File: src/rtl/mul_seq.sv
// Iterative 64x64 shift-add multiplier (mul/mulh/mulhsu/mulhu), one multiplier bit per cycle.
// Optional MUL_EARLY_OUT_EN: finish as soon as the remaining multiplier bits are all zero.
module mul_seq (
    input  logic        clk,
    input  logic        rst,
    input  logic [63:0] in1,
    input  logic [63:0] in2,
    input  logic [1:0]  control,
    input  logic        in_valid,
    output logic        in_ready,
    output logic [63:0] out,
    output logic        out_valid,
    input  logic        out_ready
);

    localparam int unsigned W  = 64;
    localparam int unsigned PW = 2 * W;
    localparam int unsigned CW = 6;

    localparam logic [1:0] OP_MUL    = 2'b00;
    localparam logic [1:0] OP_MULH   = 2'b01;
    localparam logic [1:0] OP_MULHSU = 2'b10;

    typedef enum logic [1:0] {
        IDLE = 2'd0,
        BUSY = 2'd1,
        FIX  = 2'd2,
        DONE = 2'd3
    } state_t;

    state_t          state_q, state_d;
    logic [PW-1:0]   acc_q, acc_d;
    logic [PW-1:0]   mcand_q, mcand_d;
    logic [W-1:0]    mplier_q, mplier_d;
    logic [CW-1:0]   cnt_q, cnt_d;
    logic [1:0]      ctrl_q, ctrl_d;
    logic            neg1_q, neg1_d;
    logic            neg2_q, neg2_d;
    logic [W-1:0]    out_d;
    logic            out_valid_d;
    logic            in_ready_d;

    logic            sgn1, sgn2;
    logic            early;
    logic [PW-1:0]   prod;

    // State and datapath registers
    always_ff @(posedge clk) begin
        if (rst) begin
            state_q   <= IDLE;
            acc_q     <= '0;
            mcand_q   <= '0;
            mplier_q  <= '0;
            cnt_q     <= '0;
            ctrl_q    <= '0;
            neg1_q    <= 1'b0;
            neg2_q    <= 1'b0;
            out       <= '0;
            out_valid <= 1'b0;
            in_ready  <= 1'b1;
        end else begin
            state_q   <= state_d;
            acc_q     <= acc_d;
            mcand_q   <= mcand_d;
            mplier_q  <= mplier_d;
            cnt_q     <= cnt_d;
            ctrl_q    <= ctrl_d;
            neg1_q    <= neg1_d;
            neg2_q    <= neg2_d;
            out       <= out_d;
            out_valid <= out_valid_d;
            in_ready  <= in_ready_d;
        end
    end

    // Next-state and datapath update
    always_comb begin
        state_d     = state_q;
        acc_d       = acc_q;
        mcand_d     = mcand_q;
        mplier_d    = mplier_q;
        cnt_d       = cnt_q;
        ctrl_d      = ctrl_q;
        neg1_d      = neg1_q;
        neg2_d      = neg2_q;
        out_d       = out;
        out_valid_d = out_valid;
        in_ready_d  = 1'b0;

        sgn1  = ((control == OP_MULH) || (control == OP_MULHSU)) ? in1[W-1] : 1'b0;
        sgn2  = (control == OP_MULH) ? in2[W-1] : 1'b0;
        prod  = (neg1_q ^ neg2_q) ? -acc_q : acc_q;
        early = 1'b0;
`ifdef MUL_EARLY_OUT_EN
        early = (mplier_q == '0);
`endif

        case (state_q)
            IDLE: begin
                if (in_valid) begin
                    ctrl_d   = control;
                    neg1_d   = sgn1;
                    neg2_d   = sgn2;
                    // Two's-complement magnitude; 2^63 stays exact as unsigned
                    mcand_d  = {{W{1'b0}}, (sgn1 ? -in1 : in1)};
                    mplier_d = sgn2 ? -in2 : in2;
                    acc_d    = '0;
                    cnt_d    = '0;
                    state_d  = BUSY;
                end
            end
            BUSY: begin
                if (early) begin
                    state_d = FIX;
                end else begin
                    if (mplier_q[0]) begin
                        acc_d = acc_q + mcand_q;
                    end
                    mcand_d  = mcand_q << 1;
                    mplier_d = mplier_q >> 1;
                    cnt_d    = cnt_q + CW'(1);
                    if (cnt_q == CW'(W - 1)) begin
                        state_d = FIX;
                    end
                end
            end
            FIX: begin
                acc_d       = prod;
                out_d       = (ctrl_q == OP_MUL) ? prod[W-1:0] : prod[PW-1:W];
                out_valid_d = 1'b1;
                state_d     = DONE;
            end
            DONE: begin
                if (out_ready) begin
                    out_valid_d = 1'b0;
                    state_d     = IDLE;
                end
            end
            default: begin
                state_d = IDLE;
            end
        endcase

        in_ready_d = (state_d == IDLE);
    end

endmodule

File: config.mk
export PLATFORM = sky130hd
export DESIGN_NAME = mul_seq
export DESIGN_NICKNAME = d
export VERILOG_FILES = /design/src/rtl/mul_seq.sv
export SDC_FILE = /design/constraint.sdc
export NUM_CORES = 2
export LEC_CHECK = 0
export BUFFER_PORTS_ARGS = -buffer_cell sky130_fd_sc_hd__buf_2
export CAP_MARGIN = 20
export CORE_MARGIN = 3
export CORE_UTILIZATION = 39
export CTS_CLUSTER_DIAMETER = 80
export DETAILED_ROUTE_END_ITERATION = 10
export SLEW_MARGIN = 5
export SYNTH_ARGS = -nofsm -noshare
export SYNTH_HDL_FRONTEND = slang
export SYNTH_SLANG_ARGS = --single-unit
File: constraint.sdc
create_clock -name clk -period 3.58 [get_ports clk]
set_input_delay 0 -clock clk [delete_from_list [all_inputs] [get_ports clk]]
set_output_delay 0 -clock clk [all_outputs]
set_load 0.03 [all_outputs]
==> impl_metrics.ini <==
[finish]
final_layout_size_suffix_gt1_share_pct = 18.20
n_fill_cell = 7667
register_area_um2 = 7980
post_layout_nonfiller_instances = 6031
nets = 5218
final_core_util_pct = 50.71
multi_input_area_um2 = 21920
synthToLayoutAreaGrowth_pct = 28.19

[worst_setup_path]
critical_path.slowest_cell = sky130_fd_sc_hd__or4_1
critPathKind = reg -> reg
setup.worst_path.start_class = flop
r2r_cells = 14
reg_to_reg_critical_path_startpoint = acc_q[78]$_SDFFE_PP0P_
r2r_slack_ns = 0.05
cp.arrival_ns = 4.05
end_of_the_worst_register_to_register_path = out[51]$_SDFFE_PP0P_
end_kind = flop
timing.critical_path.cells = or4_1, nor4_1, buf_4, nand4_1, buf_4, nor3_2, buf_4, nand2_1, nor3_4, buf_4, a21oi_1, xnor2_1, nand2_1, a32o_1
critical_path.most_common_cell = sky130_fd_sc_hd__buf_4
critPathMaxFanout = 6
worst_ep_required_time_ns = 4.10
critPathMaxStageDelay_ns = 0.60

[routing]
vias = 35420
viasPerCell = 5.873
antenna_violating_nets_left = 0
wire_per_inst_um = 21.56
firstDrtPassIters = 9
residual_drc_count = 0
totalWireLength_um = 130100
number_of_design_rule_violations_left_by_the_first_detailed_router_iteration = 3831

[synthesis]
syn_area_um2 = 30750
yosys-mux-area-fraction_pct = 0.3256
synth-compound-area-share_pct = 29.13
post_synth_fa_ha_maj_area_fraction_pct = 5.640
synth_ff_type = sky130_fd_sc_hd__dfxtp_1
avgSynthCellArea_um2 = 7.008
synth_enable_flop_cells = 0
ys_seq_area_share_pct = 25.91
synth_most_common_cell = sky130_fd_sc_hd__nand2_1
netlist-cell-type-count = 83
syn-num-nets = 4659
synth.yosys.warnings = 0
synth_top_cells_by_area = sky130_fd_sc_hd__dfxtp_1 (26%), sky130_fd_sc_hd__a21oi_1 (8.0%), sky130_fd_sc_hd__nand2_1 (7.9%)
synth_largest_type_area_fraction_pct = 25.91
synth.largest_area_cell = sky130_fd_sc_hd__dfxtp_1
synth.cells.most_frequent = sky130_fd_sc_hd__nand2_1 (644), sky130_fd_sc_hd__nor2_1 (518), sky130_fd_sc_hd__a21oi_1 (492)
post_synthesis_share_of_cell_area_spent_on_and_or_nand_and_nor_gates_pct = 24.01
synth_xor_xnor_area_share_pct = 10.43
async_flop_share_pct = 0
dominant_combinational_cell_family_by_area_after_synthesis = compound AO/OA/AOI/OAI gates
postSynthCellCount = 4387
yosys_register_bits = 398

[global_routing]
grt_max_degree = 193
grt.met3_usage_pct = 6.186
total_global_routing_track_utilization_pct = 30.36
via_count_of_the_first_global_routing_pass = 33001
grtUsageMet2_pct = 47.35
wire_length_of_the_first_global_routing_pass_um = 196600
grt_overflow = 0
grt-busiest-layer = met2
grtUsageMet1_pct = 41.58
antenna_found_initial = 8

[timing]
final_min_period_over_clock_period_pct = 98.51
worst_hold_slack_ns = 0.04245
slew_violations = 0
finalHoldViolCount = 0
worst-slew-pin-transition_ns = 1.135
final_critical_path_setup_slack_ns = 0.05336
slew_headroom_pct = 24.37
clock-skew-final_ns = 0.04311
setup-violations-final = 0
max_freq_mhz = 283.6
shortest_period_the_worst_path_allows_ns = 3.527

[clocking]
cts_tree = done
cts_max_path_buffers = 3
htree_num_levels = 2
cts_inserted_buffers = 51
cts.sinks = 398
ctsRootBufferMaster = sky130_fd_sc_hd__clkbuf_16
insertion_delay_ns = 0.63
worst_setup_hold_path_clk_slew_ns = 0.06

[die]
floorplan.io_pins = 200
design.core.area_um2 = 77720
floorplan.die_area_um2 = 82240
die_h_um = 286.8
start_util_pct = 39.56
die_w_um = 286.8
floorplan.rows = 102

[worst_hold_path]
worstHoldPathCells = 7
hold_path_end = mcand_q[22]$_SDFFE_PP0P_
min-delay-start = in1[21]
holdCritPathClass = in -> reg

[placement]
place.detailed.hpwl_um = 97620
worst_setup_slack_post_dpl_ns = -0.1818
routability_congestion = 1.008
dpl.cell_count = 5782
place.port_buffers = 199

[pwr]
power-per-cell-area_nw_per_um2 = 579.2
p_total_mw = 22.83
power.ir.vdd_worst_mv = 0.5914
leakage_nw = 15.99

[run]
drv.max_cap_violation_count = 0

[status]
run_status = finished, final reports clean
-- flip-flops by register name, indices dropped and copies added (netlist names) --
name,cells
cnt_q,6
state_q,2
neg1_q,1
out_valid,1
mplier_q,64
mcand_q,128
ctrl_q,2
out,64
in_ready,1
acc_q,128
neg2_q,1
-- worst max path at each step --
| stage | startpoint | endpoint | slack, ns | cells past startpoint |
|---|---|---|---|---|
| after floorplan | acc_q[34]$_SDFFE_PP0P_ | acc_q[113]$_SDFFE_PP0P_ | 0.24 | 13 |
| after global placement | acc_q[13]$_SDFFE_PP0P_ | out[0]$_SDFFE_PP0P_ | -0.15 | 11 |
| after detailed placement | acc_q[13]$_SDFFE_PP0P_ | out[0]$_SDFFE_PP0P_ | -0.18 | 11 |
| after CTS | mcand_q[18]$_SDFFE_PP0P_ | acc_q[127]$_SDFFE_PP0P_ | 0.009 | 13 |
| after global routing | acc_q[47]$_SDFFE_PP0P_ | acc_q[126]$_SDFFE_PP0P_ | -0.04 | 13 |
| final | acc_q[78]$_SDFFE_PP0P_ | out[51]$_SDFFE_PP0P_ | 0.05 | 14 |
-- power breakdown --
part	leakage, nW	total (mW)	switching, mW	internal [mW]
registers	3.23	5.67	0.581	5.09
logic	11.9	11.6	7.43	4.12
clock network	0.871	5.60	2.30	3.31
total	16.0	22.8	10.3	12.5
-- logic make-up after synthesis --
logic type	count (synthesis)
buffers and inverters	371
flip-flops	398
AO/OA/AOI/OAI	1470
AND/OR/NAND/NOR	1634
XOR/XNOR	366
multiplexers	10
adder cells (fa/ha/maj)	138
-- per-layer routing --
metal / vias to the layer above / wire [um]
li1: 16931 / -
met1: 16673 / 56680
met2: 1562 / 56650
met3: 248 / 11920
met4: 6 / 4773
met5: - / 38
-- placed cells by master (no fill, tap or decap), types with 108 or more instances in the layout --
cell and instances:
sky130_fd_sc_hd__a21oi_1 480, sky130_fd_sc_hd__a22oi_1 108, sky130_fd_sc_hd__buf_2 198, sky130_fd_sc_hd__buf_4 450
sky130_fd_sc_hd__dfxtp_1 388, sky130_fd_sc_hd__dlygate4sd3_1 145, sky130_fd_sc_hd__ha_1 132, sky130_fd_sc_hd__nand2_1 643
sky130_fd_sc_hd__nor2_1 513, sky130_fd_sc_hd__o21ai_0 345, sky130_fd_sc_hd__xnor2_1 200, sky130_fd_sc_hd__xor2_1 161
-- area by class of cell --
class | instances | share of cell area (%)
antenna | 2 | 0.01270
clock buffer | 64 | 3.644
clock inverter | 32 | 0.9714
inverter | 67 | 0.6381
multi-input combinational | 3618 | 55.61
sequential | 398 | 20.25
tap | 1040 | 3.301
timing repair buffer | 810 | 15.58
-- timing repair --
item | CTS | global route
pin swaps | 0 | 12
hold buffers | 147 | 0
endpoints found under the setup margin | 12 | 83
setup buffers | 0 | 5
gates resized for setup | 9 | 96
endpoints found under the hold margin | 220 | 0
-- critical path: cells and delay by family, from the launching register on --
| kind | cells | cell delay, ns |
|---|---|---|
| AO/OA/AOI/OAI | 2 | 0.32 |
| XOR/XNOR | 1 | 0.46 |
| buffers and inverters | 4 | 0.74 |
| flip-flops | 1 | 0.34 |
| AND/OR/NAND/NOR | 7 | 1.54 |
-- through the flow --
step,cell area (um2),TNS (ns)
final,39410,0
after global routing,39410,-0.07285
after CTS,38980,0
after detailed placement,35630,-0.5275
after global placement,35630,-0.2121
after floorplan,30750,0
(Power assumes the default switching activity.)
